$ cat src/rtl/alu_writeback_stage_if.sv
// Handshake bus for the ALU writeback stage: the ALU-side input beat and
// the register-file-side writeback beat.
interface alu_writeback_stage_if;
  localparam int unsigned DATA_W = 32;
  localparam int unsigned DEST_W = 4;
  localparam int unsigned FLAG_W = 4;

  logic              in_valid;
  logic              in_ready;
  logic [DATA_W-1:0] result;
  logic              zf;
  logic              cf;
  logic              of;
  logic              nf;
  logic              flag_we;
  logic [DEST_W-1:0] dest;

  logic              out_valid;
  logic              out_ready;
  logic [DATA_W-1:0] wb_data;
  logic [DEST_W-1:0] wb_dest;
  logic [FLAG_W-1:0] wb_flags;

  modport master (
    output in_valid, result, zf, cf, of, nf, flag_we, dest, out_ready,
    input  in_ready, out_valid, wb_data, wb_dest, wb_flags
  );

  modport slave (
    input  in_valid, result, zf, cf, of, nf, flag_we, dest, out_ready,
    output in_ready, out_valid, wb_data, wb_dest, wb_flags
  );
endinterface

$ cat src/rtl/alu_writeback_stage.sv
// ALU writeback stage: 2-entry skid buffer, architectural STATUS flags and condition evaluation.
// Optional sticky overflow flag enabled by defining STICKY_OVF_EN.
module alu_writeback_stage (
  input  logic                    clk,
  input  logic                    rst,
  alu_writeback_stage_if.slave    bus,
  input  logic [2:0]              cond,
  output logic                    cond_true,
  input  logic                    clr_sov,
  output logic                    sov,
  output logic [3:0]              status
);
  localparam int unsigned DATA_W = 32;
  localparam int unsigned DEST_W = 4;
  localparam int unsigned FLAG_W = 4;

  typedef struct packed {
    logic [DATA_W-1:0] data;
    logic [DEST_W-1:0] dest;
    logic [FLAG_W-1:0] flags;
  } beat_t;

  beat_t             in_beat;
  beat_t             out_q, out_d;
  beat_t             skid_q, skid_d;
  logic              out_valid_q, out_valid_d;
  logic              skid_valid_q, skid_valid_d;
  logic              in_ready_q;
  logic [FLAG_W-1:0] status_q;
  logic              accept;
  logic              drain;

  // Flags are carried as {N,Z,C,O}
  always_comb begin
    in_beat.data  = bus.result;
    in_beat.dest  = bus.dest;
    in_beat.flags = {bus.nf, bus.zf, bus.cf, bus.of};
  end

  assign accept = bus.in_valid & in_ready_q;
  assign drain  = out_valid_q & bus.out_ready;

  // Occupancy update; a skid entry excludes a same-cycle accept because in_ready is low
  always_comb begin
    out_d        = out_q;
    out_valid_d  = out_valid_q;
    skid_d       = skid_q;
    skid_valid_d = skid_valid_q;
    if (!out_valid_q || drain) begin
      if (skid_valid_q) begin
        out_d        = skid_q;
        out_valid_d  = 1'b1;
        skid_valid_d = 1'b0;
      end else if (accept) begin
        out_d       = in_beat;
        out_valid_d = 1'b1;
      end else begin
        out_valid_d = 1'b0;
      end
    end else if (accept) begin
      skid_d       = in_beat;
      skid_valid_d = 1'b1;
    end
  end

  always_ff @(posedge clk) begin
    if (rst) begin
      out_q        <= '0;
      skid_q       <= '0;
      out_valid_q  <= 1'b0;
      skid_valid_q <= 1'b0;
      in_ready_q   <= 1'b1;
      status_q     <= '0;
    end else begin
      out_q        <= out_d;
      skid_q       <= skid_d;
      out_valid_q  <= out_valid_d;
      skid_valid_q <= skid_valid_d;
      in_ready_q   <= ~skid_valid_d;
      if (accept && bus.flag_we) begin
        status_q <= in_beat.flags;
      end
    end
  end

  assign bus.in_ready  = in_ready_q;
  assign bus.out_valid = out_valid_q;
  assign bus.wb_data   = out_q.data;
  assign bus.wb_dest   = out_q.dest;
  assign bus.wb_flags  = out_q.flags;
  assign status        = status_q;

  // Condition codes evaluated on architectural STATUS {N,Z,C,O}
  always_comb begin
    cond_true = 1'b1;
    case (cond)
      3'd0:    cond_true = 1'b1;
      3'd1:    cond_true = status_q[2];
      3'd2:    cond_true = ~status_q[2];
      3'd3:    cond_true = status_q[1];
      3'd4:    cond_true = ~status_q[1];
      3'd5:    cond_true = status_q[3];
      3'd6:    cond_true = status_q[0];
      default: cond_true = status_q[3] ^ status_q[0];
    endcase
  end

`ifdef STICKY_OVF_EN
  logic sov_q;

  // Set has priority over clear
  always_ff @(posedge clk) begin
    if (rst) begin
      sov_q <= 1'b0;
    end else if (accept && bus.flag_we && bus.of) begin
      sov_q <= 1'b1;
    end else if (clr_sov) begin
      sov_q <= 1'b0;
    end
  end

  assign sov = sov_q;
`else
  logic unused_clr_sov;
  assign unused_clr_sov = clr_sov;
  assign sov            = 1'b0;
`endif
endmodule

$ cat src/flat_wrapper.sv
// flat-port wrapper written by rule: the top's interface ports become plain ports
module alu_writeback_stage_flat 
  (clk, rst, cond, cond_true, clr_sov, sov, status, bus_in_valid, bus_result, bus_zf, bus_cf, bus_of, bus_nf, bus_flag_we, bus_dest, bus_out_ready, bus_in_ready, bus_out_valid, bus_wb_data, bus_wb_dest, bus_wb_flags);
  alu_writeback_stage_if bus_i ();
  input  logic clk;
  input  logic rst;
  input  logic [2:0] cond;
  output logic cond_true;
  input  logic clr_sov;
  output logic sov;
  output logic [3:0] status;
  input wire logic [$bits(bus_i.in_valid)-1:0] bus_in_valid;
  input wire logic [$bits(bus_i.result)-1:0] bus_result;
  input wire logic [$bits(bus_i.zf)-1:0] bus_zf;
  input wire logic [$bits(bus_i.cf)-1:0] bus_cf;
  input wire logic [$bits(bus_i.of)-1:0] bus_of;
  input wire logic [$bits(bus_i.nf)-1:0] bus_nf;
  input wire logic [$bits(bus_i.flag_we)-1:0] bus_flag_we;
  input wire logic [$bits(bus_i.dest)-1:0] bus_dest;
  input wire logic [$bits(bus_i.out_ready)-1:0] bus_out_ready;
  output wire logic [$bits(bus_i.in_ready)-1:0] bus_in_ready;
  output wire logic [$bits(bus_i.out_valid)-1:0] bus_out_valid;
  output wire logic [$bits(bus_i.wb_data)-1:0] bus_wb_data;
  output wire logic [$bits(bus_i.wb_dest)-1:0] bus_wb_dest;
  output wire logic [$bits(bus_i.wb_flags)-1:0] bus_wb_flags;
  assign bus_i.in_valid = bus_in_valid;
  assign bus_i.result = bus_result;
  assign bus_i.zf = bus_zf;
  assign bus_i.cf = bus_cf;
  assign bus_i.of = bus_of;
  assign bus_i.nf = bus_nf;
  assign bus_i.flag_we = bus_flag_we;
  assign bus_i.dest = bus_dest;
  assign bus_i.out_ready = bus_out_ready;
  assign bus_in_ready = bus_i.in_ready;
  assign bus_out_valid = bus_i.out_valid;
  assign bus_wb_data = bus_i.wb_data;
  assign bus_wb_dest = bus_i.wb_dest;
  assign bus_wb_flags = bus_i.wb_flags;
  alu_writeback_stage u_core (.clk(clk), .rst(rst), .bus(bus_i), .cond(cond), .cond_true(cond_true), .clr_sov(clr_sov), .sov(sov), .status(status));
endmodule
$ cat config.mk
export PLATFORM = sky130hd
export DESIGN_NAME = alu_writeback_stage_flat
export DESIGN_NICKNAME = d
export VERILOG_FILES = /design/src/rtl/alu_writeback_stage_if.sv /design/src/rtl/alu_writeback_stage.sv /design/src/flat_wrapper.sv
export SDC_FILE = /design/constraint.sdc
export NUM_CORES = 1
export LEC_CHECK = 0
export CAP_MARGIN = 30
export CORE_MARGIN = 4
export CORE_UTILIZATION = 40
export DETAILED_ROUTE_END_ITERATION = 10
export PLACE_DENSITY = 0.79
export SLEW_MARGIN = 0
export SYNTH_ARGS = -nofsm -noshare
export SYNTH_HDL_FRONTEND = slang
export SYNTH_SLANG_ARGS = --single-unit
export TNS_END_PERCENT = 20
$ cat constraint.sdc
create_clock -name clk -period 1.2 [get_ports clk]
set_input_delay 0.18 -clock clk [delete_from_list [all_inputs] [get_ports clk]]
set_output_delay 0.18 -clock clk [all_outputs]
set_load 0.01 [all_outputs]
==> results.json <==
{
  "postSynthNetCount": 437,
  "finalNetCount": 538,
  "critical-path-max-stage-delay_ns": 0.37,
  "port_buffers": 94,
  "p_leak_uw": 0.00192,
  "finalSetupViolCount": 31,
  "cp_slowest_cell": "dfxtp_4",
  "path_max_fanout": 2,
  "ys_seq_elements": 87,
  "syn_area_um2": 3440,
  "die_height_um": 101,
  "routedWlPerCell_um": 15.9,
  "dp.cells": 573,
  "clk_path_buf_depth": 2,
  "drc": 0,
  "final-seq-area_um2": 1770,
  "power_uw": 6390,
  "clock_latency_ns": 0.34,
  "hold_viol_final": 0,
  "cts-buffers-inserted": 9,
  "finalClockSkew_ns": 0.00828,
  "num_vias": 3107,
  "drv_cap": 0,
  "crit_type": "flip-flop to output pin",
  "utilization": 0.632,
  "seq_area_frac_synth": 0.507,
  "initial_core_util": 0.414,
  "grt_max_degree": 51,
  "yosysTopAreaCell": "dfxtp_1",
  "status": "finished with violations",
  "fp.dieW_um": 101,
  "numClockSinks": 87,
  "required_ns": 1.02,
  "clk_pin_slew_ns": 0.08,
  "cts-root-buf": "clkbuf_8",
  "end_kind": "output pin",
  "layout_common_cells": "nand2_1, dfxtp_1, clkdlybuf4s50_1",
  "synth_warnings": 0,
  "diodes": 0,
  "synth_top_area_share": 0.507,
  "wirelength_mm": 9.53,
  "busiest_layer": "met2",
  "gp_congestion": 0.731,
  "pwr_density_cell_nw_per_um2": 1220,
  "first_pass_iters": 4,
  "grt_pass1_wl_mm": 12.5,
  "dpl.hpwl_mm": 5.65,
  "post-route-min-period_ns": 1.50,
  "fp.coreArea_um2": 8300,
  "grt_use_met1": 0.195,
  "rsz0062_at_grt": "yes",
  "dieArea_um2": 10100,
  "crit_family": "flip-flops",
  "finalNonFillerCells": 599,
  "layout_setup_ws_ns": -0.300,
  "failed_checks": "setup timing",
  "grt.met3_usage": 0.0388,
  "grt_pass1_vias": 2664,
  "viasPerCell": 5.19,
  "path_cells": "mux2_4 > a21oi_2 > o21ai_1 > buf_2",
  "fill_cells": 687,
  "multi_input_area_um2": 1900,
  "fmaxAchievable_mhz": 667,
  "hp-class": "input pin to flip-flop",
  "io_pins": 97,
  "gr-total-overflow": 0,
  "drt_iter0_drc": 89,
  "whs_ns": 0.0782,
  "arrival_ns": 1.32,
  "grt_use_total": 0.154,
  "area_growth_pct": 52.8,
  "cts_tree": "yes",
  "antenna_found_initial": 0,
  "slew_viol_final": 0,
  "layout_commonest_cell": "nand2_1",
  "startpoint_type": "flip-flop",
  "rows": 33,
  "ctsHtreeMaxLevel": 3,
  "final_antenna_net_count": 0,
  "crit_buf_inv": 1,
  "ys_top_cells_by_area": "dfxtp_1, mux2i_1, nand2_1",
  "synthCells": 388,
  "drive_gt1_frac": 0.298,
  "syn_avg_cell_area_um2": 8.86,
  "finalCritPeriodShare": 1.25,
  "use_met2": 0.259,
  "ir_worst_vdd_v": 0.000688,
  "netlist-cell-type-count": 22
}
[cell type report]
type / count / area share
Clock buffer: 13 / 0.0284
Tap cell: 105 / 0.0250
Timing Repair Buffer: 123 / 0.238
Sequential cell: 87 / 0.337
Clock inverter: 3 / 0.00810
Inverter: 1 / 0.000715
Multi-Input combinational cell: 267 / 0.363
[worst paths after layout]
| kind | endpoint | depth (start not counted) | slack [ns] | start |
|---|---|---|---|---|
| setup / recovery | cond_true | 4 | -0.30 | u_core.status[2]$_SDFFE_PP0P_ |
| hold / removal | u_core.skid_valid_q$_SDFF_PP0_ | 2 | 0.08 | rst |
| setup reg to reg | u_core.bus.wb_flags[3]$_SDFFE_PP0P_ | 6 | -0.09 | u_core.bus.out_valid$_SDFFE_PP0P_ |
| hold reg to reg | u_core.skid_q[25]$_SDFFE_PP0P_ | 2 | 0.46 | u_core.skid_q[25]$_SDFFE_PP0P_ |
[where the power goes]
part | switching (uW) | leakage (uW) | internal (uW)
logic | 603 | 0.00111 | 627
registers | 108 | 0.000719 | 3060
clock network | 974 | 0.0000936 | 1020
[worst reg2reg max path: stages (launching register included)]
cell,delay (ns)
dfxtp_2,0.33
nor2b_4,0.14
nor2_4,0.18
buf_12,0.17
clkbuf_16,0.18
nor2_4,0.04
a211oi_2,0.18
[through the flow]
stage	area, um2	setup TNS [ns]	setup WS [ns]
after global routing	5250	-5.45	-0.363
final	5250	-1.31	-0.300
after detailed placement	4560	-29.76	-0.630
after floorplan	3440	0	0.00510
after CTS	4730	-0.407	-0.306
after global placement	4560	-26.07	-0.589
[cells in the mapped netlist]
cell,n
buf_2,11
nand2_1,82
buf_1,6
nor2_4,1
inv_1,1
nor3_1,2
a211oi_1,40
conb_1,1
and3_1,1
dfxtp_1,87
mux2_2,1
nand3_1,2
nor2_1,44
nand2b_1,1
clkbuf_1,11
buf_4,5
mux2i_1,45
o21ai_0,1
xor2_1,1
a21oi_2,1
a21oi_1,43
nor2b_4,1
[routing by layer]
layer	vias up	share of wire	routed length [um]
li1	1529	-	-
met3	9	0.045	430
met2	66	0.51	4900
met1	1503	0.43	4130
met4	0	0.0066	63
met5	-	0	0
[registers in the layout, indices dropped and copies added (netlist names)]
register,count
u_core.bus.out_valid,1
u_core.bus.wb_flags,4
u_core.bus.wb_dest,4
u_core.status,4
u_core.skid_q,40
u_core.bus.wb_data,32
u_core.skid_valid_q,1
u_core.bus.in_ready,1
[cell families after synthesis]
family | count (synthesis) | synth area share
DFF | 87 | 0.507
other | 1 | 0.00109
AOI/OAI and AO/OA | 85 | 0.154
muxes | 46 | 0.134
and+or+nand+nor | 134 | 0.154
xor gates and xnor gates | 1 | 0.00255
buffers and inverters | 34 | 0.0466
[repair_timing]
item / CTS / global route
buffers inserted: 1 / 2
pin swaps: 18 / 16
endpoints found under the setup margin: 114 / 85
gates resized for setup: 83 / 104
cloned: 0 / 7
hold buffers: 0 / 0
Note: power is estimated with default switching activity, not from simulation.
